### src/rtl/cryo_pipe_pkg.sv
// Shared definitions for the cryo-CMOS control pipeline.
// Counter width defaults and target decode helpers.
package cryo_pipe_pkg;

  localparam int DEMUX_CNT_WIDTH = 8;

  function automatic logic onehot_bit(
    input logic [31:0] idx,
    input logic [31:0] ch
  );
    return idx == ch;
  endfunction

endpackage

### src/rtl/demux_slot.sv
// One-entry output slot for a demux channel.
// Loads on request, drains on consumer ready, reports free.
module demux_slot #(
  parameter int DATA_WIDTH = 4
) (
  input  logic                  clk,
  input  logic                  rst_n,
  input  logic                  load,
  input  logic [DATA_WIDTH-1:0] load_data,
  input  logic                  ready,
  output logic                  valid,
  output logic [DATA_WIDTH-1:0] data,
  output logic                  free
);

  assign free = !valid || ready;

  // Load wins over drain so a full slot refills without a bubble.
  always_ff @(posedge clk or negedge rst_n) begin
    if (!rst_n) begin
      valid <= 1'b0;
      data  <= '0;
    end else if (load) begin
      valid <= 1'b1;
      data  <= load_data;
    end else if (ready) begin
      valid <= 1'b0;
    end
  end

endmodule

### src/rtl/demux_stream_param.sv
// Registered valid/ready 1-to-N demultiplexer with broadcast
// mask, per-channel one-entry slots and drop accounting.
module demux_stream_param
  import cryo_pipe_pkg::*;
#(
  parameter int NUM_OUTPUT = 15,
  parameter int SEL_WIDTH  = 4,
  parameter int DATA_WIDTH = 4,
  parameter int CNT_WIDTH  = DEMUX_CNT_WIDTH
) (
  input  logic                             clk,
  input  logic                             rst_n,
  input  logic                             in_valid,
  output logic                             in_ready,
  input  logic [DATA_WIDTH-1:0]            in_data,
  input  logic [SEL_WIDTH-1:0]             in_sel,
  input  logic                             in_bcast,
  input  logic [NUM_OUTPUT-1:0]            in_mask,
  output logic [NUM_OUTPUT-1:0]            out_valid,
  input  logic [NUM_OUTPUT-1:0]            out_ready,
  output logic [DATA_WIDTH*NUM_OUTPUT-1:0] out_data,
  output logic                             drop_pulse,
  output logic [CNT_WIDTH-1:0]             drop_count
);

  if (NUM_OUTPUT < 1 || NUM_OUTPUT > 2**SEL_WIDTH) begin : g_bad_cfg
    $error("demux_stream_param: NUM_OUTPUT out of range");
  end

  logic [NUM_OUTPUT-1:0] uni;
  logic [NUM_OUTPUT-1:0] target;
  logic [NUM_OUTPUT-1:0] free;
  logic [NUM_OUTPUT-1:0] load;
  logic                  accept;
  logic                  drop;

  // Out-of-range selects match no channel and decode to zero.
  always_comb begin
    uni = '0;
    for (int i = 0; i < NUM_OUTPUT; i++) begin
      uni[i] = onehot_bit(32'(in_sel), 32'(i));
    end
  end

  assign target   = in_bcast ? in_mask : uni;
  assign in_ready = &(~target | free);
  assign accept   = in_valid && in_ready;
  assign load     = accept ? target : '0;
  assign drop     = accept && (target == '0);

  for (genvar g = 0; g < NUM_OUTPUT; g++) begin : g_slot
    demux_slot #(
      .DATA_WIDTH (DATA_WIDTH)
    ) u_slot (
      .clk       (clk),
      .rst_n     (rst_n),
      .load      (load[g]),
      .load_data (in_data),
      .ready     (out_ready[g]),
      .valid     (out_valid[g]),
      .data      (out_data[g*DATA_WIDTH +: DATA_WIDTH]),
      .free      (free[g])
    );
  end

  always_ff @(posedge clk or negedge rst_n) begin
    if (!rst_n) begin
      drop_pulse <= 1'b0;
      drop_count <= '0;
    end else begin
      drop_pulse <= drop;
      if (drop && drop_count != '1) begin
        drop_count <= drop_count + 1'b1;
      end
    end
  end

endmodule

### config.mk
export PLATFORM = sky130hd
export DESIGN_NAME = demux_stream_param
export DESIGN_NICKNAME = d
export VERILOG_FILES = /design/src/rtl/cryo_pipe_pkg.sv /design/src/rtl/demux_slot.sv /design/src/rtl/demux_stream_param.sv
export SDC_FILE = /design/constraint.sdc
export NUM_CORES = 1
export LEC_CHECK = 0
export ABC_AREA = 1
export CORE_MARGIN = 4
export CORE_UTILIZATION = 42
export DETAILED_ROUTE_END_ITERATION = 6
export PLACE_DENSITY = 0.77
export SLEW_MARGIN = 25
export SYNTH_ARGS = -nofsm -noshare
export SYNTH_HDL_FRONTEND = slang
export SYNTH_HIERARCHICAL = 1
export SYNTH_SLANG_ARGS = --single-unit
### constraint.sdc
create_clock -name clk -period 1.65 [get_ports clk]
set_input_delay 0.33 -clock clk [delete_from_list [all_inputs] [get_ports clk]]
set_output_delay 0.33 -clock clk [all_outputs]
set_load 0.02 [all_outputs]
Yosys cells after proc, flatten, opt, wreduce, memory -nomap -nowiden
Cells that the tools add are included.
- $add $sub $neg: 1
- equal/unequal tests: 15
- muxes and demuxes: 32
- bitwise gates (word level): 2
- reductions and logical operators: 51
- operator list (cell ; count):
    2-to-1 mux 1 bit ; 30
    2-to-1 mux 15 bit ; 2
    nonzero test 2 bit ; 15
    == test 4 bit (second input constant) ; 7
    == test 4 x 3 -> 1 bit (second input constant) ; 4
    logical NOT 1 bit ; 15
    logical NOT 15 bit ; 1
    logical OR 1 bit ; 15
    inverter 15 bit ; 1
    OR 15 bit ; 1
    AND reduction 15 bit ; 1
    adder 8 x 1 -> 8 bit (second input constant) ; 1
    == test 4 x 2 -> 1 bit (second input constant) ; 2
    inequality test 8 bit (second input constant) ; 1
    == test 4 x 1 -> 1 bit (second input constant) ; 1
    logical NOT 4 bit ; 1
    logical AND 1 bit ; 3
- bits in registers: 84
- input bits: 42
- output and inout bits: 85
- word-level logic and storage cells: 133

Depth between registers and ports, before layout
- depth in word-level cells: 8
- gate-level depth with buffers: 16
- gate-level depth less buffers: 15

By module
The synthesis kept the hierarchy.
- modules (own cells, without submodules) (module ; times used ; cells an instance ; area each (µm²)):
    demux_slot ; 15 ; 21 ; 185.2
    demux_stream_param ; 1 ; 202 ; 1128.6

Worst setup path before layout
OpenSTA, ideal clock, no wires.
- path kind: input port to flip-flop
- start: input port in_bcast
- end: register g_slot[3].u_slot.data[0]
- setup time: 117 ps
- arrival: 1893 ps
- data required time: 1533 ps
- slack: -360 ps
- stages: 14
- cell sequence: buf_6 > inv_4 > or2_1 > nand3_1 > nand2_1 > nor2_1 > nand2_1 > nor3_4 > inv_4 > buf_6 > nor2_2 > inv_2 > nand2_1 > nand2_1
- cells in the longest elaborated chain, start to end: 6
- RTL lines (element ; RTL line ; text):
    start, declared ; demux_stream_param.sv:17 ; input logic in_bcast,
    2-to-1 mux 15 bit * ; demux_stream_param.sv:45 ; assign target = in_bcast ? in_mask : uni;
    inverter 15 bit ; demux_stream_param.sv:46 ; assign in_ready = &(~target | free);
    OR 15 bit ; demux_stream_param.sv:46 ;
    AND reduction 15 bit ; demux_stream_param.sv:46 ;
    logical AND 1 bit ; demux_stream_param.sv:47 ; assign accept = in_valid && in_ready;
    2-to-1 mux 15 bit * ; demux_stream_param.sv:48 ; assign load = accept ? target : '0;
    named net load[3] ; demux_stream_param.sv:33 ; logic [NUM_OUTPUT-1:0] load;
    end signal, assigned ; demux_slot.sv:25 ; data <= load_data;
    end, declared ; demux_slot.sv:12 ; output logic [DATA_WIDTH-1:0] data,
Mark *: on every way through the listed nets, which the timed path passes. The rest lies on a longest branch.
A chain may end at the register's enable or synchronous reset.

Worst setup path in the final report
- start: input port in_mask[14]
- end: register g_slot[5].u_slot.data[0]
- cells in the longest elaborated chain, start to end: 6
- RTL lines (element ; RTL line ; text):
    start, declared ; demux_stream_param.sv:18 ; input logic [NUM_OUTPUT-1:0] in_mask,
    2-to-1 mux 15 bit ; demux_stream_param.sv:45 ;
    inverter 15 bit ; demux_stream_param.sv:46 ;
    OR 15 bit ; demux_stream_param.sv:46 ;
    AND reduction 15 bit ; demux_stream_param.sv:46 ;
    logical AND 1 bit ; demux_stream_param.sv:47 ;
    2-to-1 mux 15 bit ; demux_stream_param.sv:48 ;
    named net load[5] ; demux_stream_param.sv:33 ;
    end signal, assigned ; demux_slot.sv:25 ;
    end, declared ; demux_slot.sv:12 ;
The timed path passes the listed nets, and every way through them passes these cells.

==> flow_metrics.tcl <==
set metrics [dict create \
    min_from "out_ready[3]" \
    die_x_um 104 \
    crit_arrival_ns 2.11 \
    fin_util_pct 75.8 \
    period_share_pct 114 \
    hold_viol 0 \
    p_per_area_mw_per_mm2 1150 \
    synth_area_mm2 0.00391 \
    yosysMostFrequentCell "nand2_1" \
    cp-end-kind "flip-flop" \
    grtUsageTotal_pct 23.0 \
    drt_wl_total_um 12700 \
    clk_pin_slew_ns 0.07 \
    yosysWarningCount 6 \
    synth.mux.area_fraction_pct 0 \
    status "finished, violations left" \
    crit_start "in_mask[14]" \
    die-area_mm2 0.0109 \
    yosysTopAreaCell "dfrtp_1" \
    ir_drop_uv 698 \
    setup_ws_ns -0.224 \
    start_util_pct 43.9 \
    drc 0 \
    synthXorXnorAreaFrac_pct 1.35 \
    ios 127 \
    antenna_found_initial 2 \
    synth_top_family_by_area "simple AND/OR/NAND/NOR gates" \
    relSlewSlack_pct 72.9 \
    synth_compound_area_share_pct 0.769 \
    synth_top_cell_area_share_pct 53.8 \
    hp-class "input pin to flip-flop" \
    drive_gt1_share_pct 34.2 \
    synth_ff_type "dfrtp_1" \
    rsz0062_at_grt "true" \
    yosys_register_bits 84 \
    syn_area_per_cell_um2 7.56 \
    num_vias 4138 \
    clockRootBuffer "clkbuf_8" \
    clk_latency_ns 0.35 \
    criticalPathCategory "input pin to flip-flop" \
    nFillCells 683 \
    final_max_slew_viol_count 0 \
    min_period_ns 1.87 \
    clock_power_share_pct 22.7 \
    finish.instance_area_mm2 0.00674 \
    synthArstFlopShare_pct 100 \
    drt_pass1_iterations 5 \
    synth_seq_area_share_pct 53.8 \
    p_switching_uw 2780 \
    leakage_uw 0.00402 \
    synthTopCellsByCount "294 x nand2_1, 84 x dfrtp_1, 47 x inv_1" \
    clock_sinks 84 \
    cts_max_level 3 \
    start_kind "input pin" \
    synth_cell_types 22 \
    crit_fanout 7 \
    worst_pin_slew_ns 0.407 \
    gp_congestion 0.850 \
    cts_tree "yes" \
    gr-total-overflow 0 \
    grt_pass1_vias 4264 \
    core_mm2 0.00889 \
    numPortBuffers 126 \
    seq_power_share_pct 37.8 \
    cp.required_ns 1.89 \
    failed_checks "setup timing" \
    pre_cts_ws_ns -1.14 \
    internal-power_uw 4970 \
    placed_cell_area_mm2 0.00587 \
    fmax_mhz 534 \
    dp_hpwl_um 8770 \
    cts_buffers 9 \
    synth-adder-area-share_pct 0.320 \
    grt_pass1_wl_um 20300 \
    wire_per_inst_um 14.4 \
    swShare_pct 35.9 \
    cap_violations 0 \
    synth_edf_count 0 \
    area_delta_synth_final_pct 72.5 \
    synth_area_leaders "dfrtp_1 54%, nand2_1 28%, inv_1 4.5%" \
    antenna_left 0 \
    r2r-start "g_slot[14].u_slot/valid" \
    syn-instance-count 517 \
    die_h_um 104 \
    final-setup-viol-count 83 \
    grt_max_degree 42 \
    drt-initial-drc-count 281 \
    rows 34 \
    synthSimpleGateAreaFrac_pct 36.8 \
    pwr-share-comb_pct 39.5 \
    syn_nets 560 \
    fin_skew_ns 0.0170 \
    avgViaCountPerCell 4.70 \
    cts_buffer_depth 2 \
    nNetsFinal 809 \
]
-- metal layers --
layer	GRT usage (%)	vias up	routed length [um]	part of all wire (%)
met5	0	-	0	0
met4	7.98	0	240	1.9
met2	38.9	137	6400	50
met1	28.5	1931	5270	41
li1	-	2050	-	-
met3	6.02	20	799	6.3
-- worst max-delay path: stages --
cell and delay [ns]:
clkdlybuf4s50_1 0.42, nand2_2 0.07, nand2_1 0.06, nand2_1 0.05, nand2_1 0.06, nor2_1 0.13
nand2_2 0.11, nor3_4 0.21, buf_6 0.15, inv_8 0.05, buf_6 0.12, nor2_4 0.15
inv_2 0.09, nand2_2 0.06, nand2_1 0.04
-- layout make-up --
cell class | count | area [um2] | share of cell area [%]
clock buffers | 11 | 141 | 2.10
well taps | 108 | 135 | 2.01
multi-input cells | 366 | 1850 | 27.4
repair inverters | 1 | 11.3 | 0.167
clock inverters | 4 | 97.6 | 1.45
diodes | 2 | 5.00 | 0.0743
repair buffers | 240 | 2140 | 31.7
flip-flops and latches | 84 | 2100 | 31.2
inverters | 64 | 260 | 3.86
-- state kept, by name, summed over array words and instances (netlist names) --
signal and count:
drop_count 8, g_slot.u_slot/valid 15, g_slot.u_slot/data 60, drop_pulse 1
-- worst paths after layout --
check	to	slack (ns)	cells after the start
worst max-delay path	g_slot[5].u_slot/data[0]	-0.22	15
max in group asynchronous	g_slot[3].u_slot/data[1]	0.65	3
worst min-delay path	g_slot[3].u_slot/valid	0.38	4
worst min register to register	g_slot[6].u_slot/data[0]	0.47	2
min in group asynchronous	drop_count[3]	0.43	2
worst max register to register	g_slot[5].u_slot/data[0]	-0.21	14
-- metrics by stage --
| step | total power, uW | hold WS, ns | instances | setup TNS [ns] |
|---|---|---|---|---|
| global route | 8180 | 0.380 | 880 | -17.45 |
| CTS | 7660 | 0.353 | 863 | -8.95 |
| floorplan | 4290 | 0.0344 | 517 | -23.37 |
| finish | 7760 | 0.378 | 880 | -10.73 |
| detailed placement | 6000 | 0.289 | 819 | -73.84 |
| global placement | 5910 | 0.283 | 819 | -72.25 |
-- cells by family (layout without fill, tap and decap cells) --
family	count (synthesis)	in the layout
xor+xnor	6	6
fa+ha+maj	1	1
simple gates	353	353
compound gates	6	6
other cells	0	2
flops	84	84
buf+inv	67	320
-- power groups by stage --
stage	combinational (uW)	sequential, uW	clock [uW]
2_1_floorplan	690	3600	0
3_3_place_gp	2980	2930	0
3_5_place_dp	3050	2950	0
4_1_cts	2960	2910	1780
5_1_grt	3300	2990	1880
6_report	3070	2930	1760
-- timing repair --
| action | CTS | global route |
|---|---|---|
| setup endpoints to repair | 151 | 102 |
| hold buffers | 1 | 0 |
| hold endpoints to repair | 27 | 0 |
| cloned | 1 | 0 |
| gates resized for setup | 180 | 102 |
| pin swaps | 60 | 38 |
| setup buffers | 29 | 17 |
-- layout by cell type, fill, tap and decap left out, drive strengths merged, types with 2 or more instances in the layout --
| master | instances |
|---|---|
| a21oi | 4 |
| buf | 123 |
| bufinv | 3 |
| clkbuf | 15 |
| clkdlybuf4s50 | 16 |
| dfrtp | 84 |
| diode | 2 |
| dlygate4sd2 | 78 |
| dlymetal6s2s | 18 |
| inv | 65 |
| nand2 | 294 |
| nand3 | 11 |
| nand4 | 9 |
| nor2 | 32 |
| nor3 | 5 |
| o21ai | 2 |
| xor2 | 5 |
No activity file was read; power rests on OpenSTA's default activity.
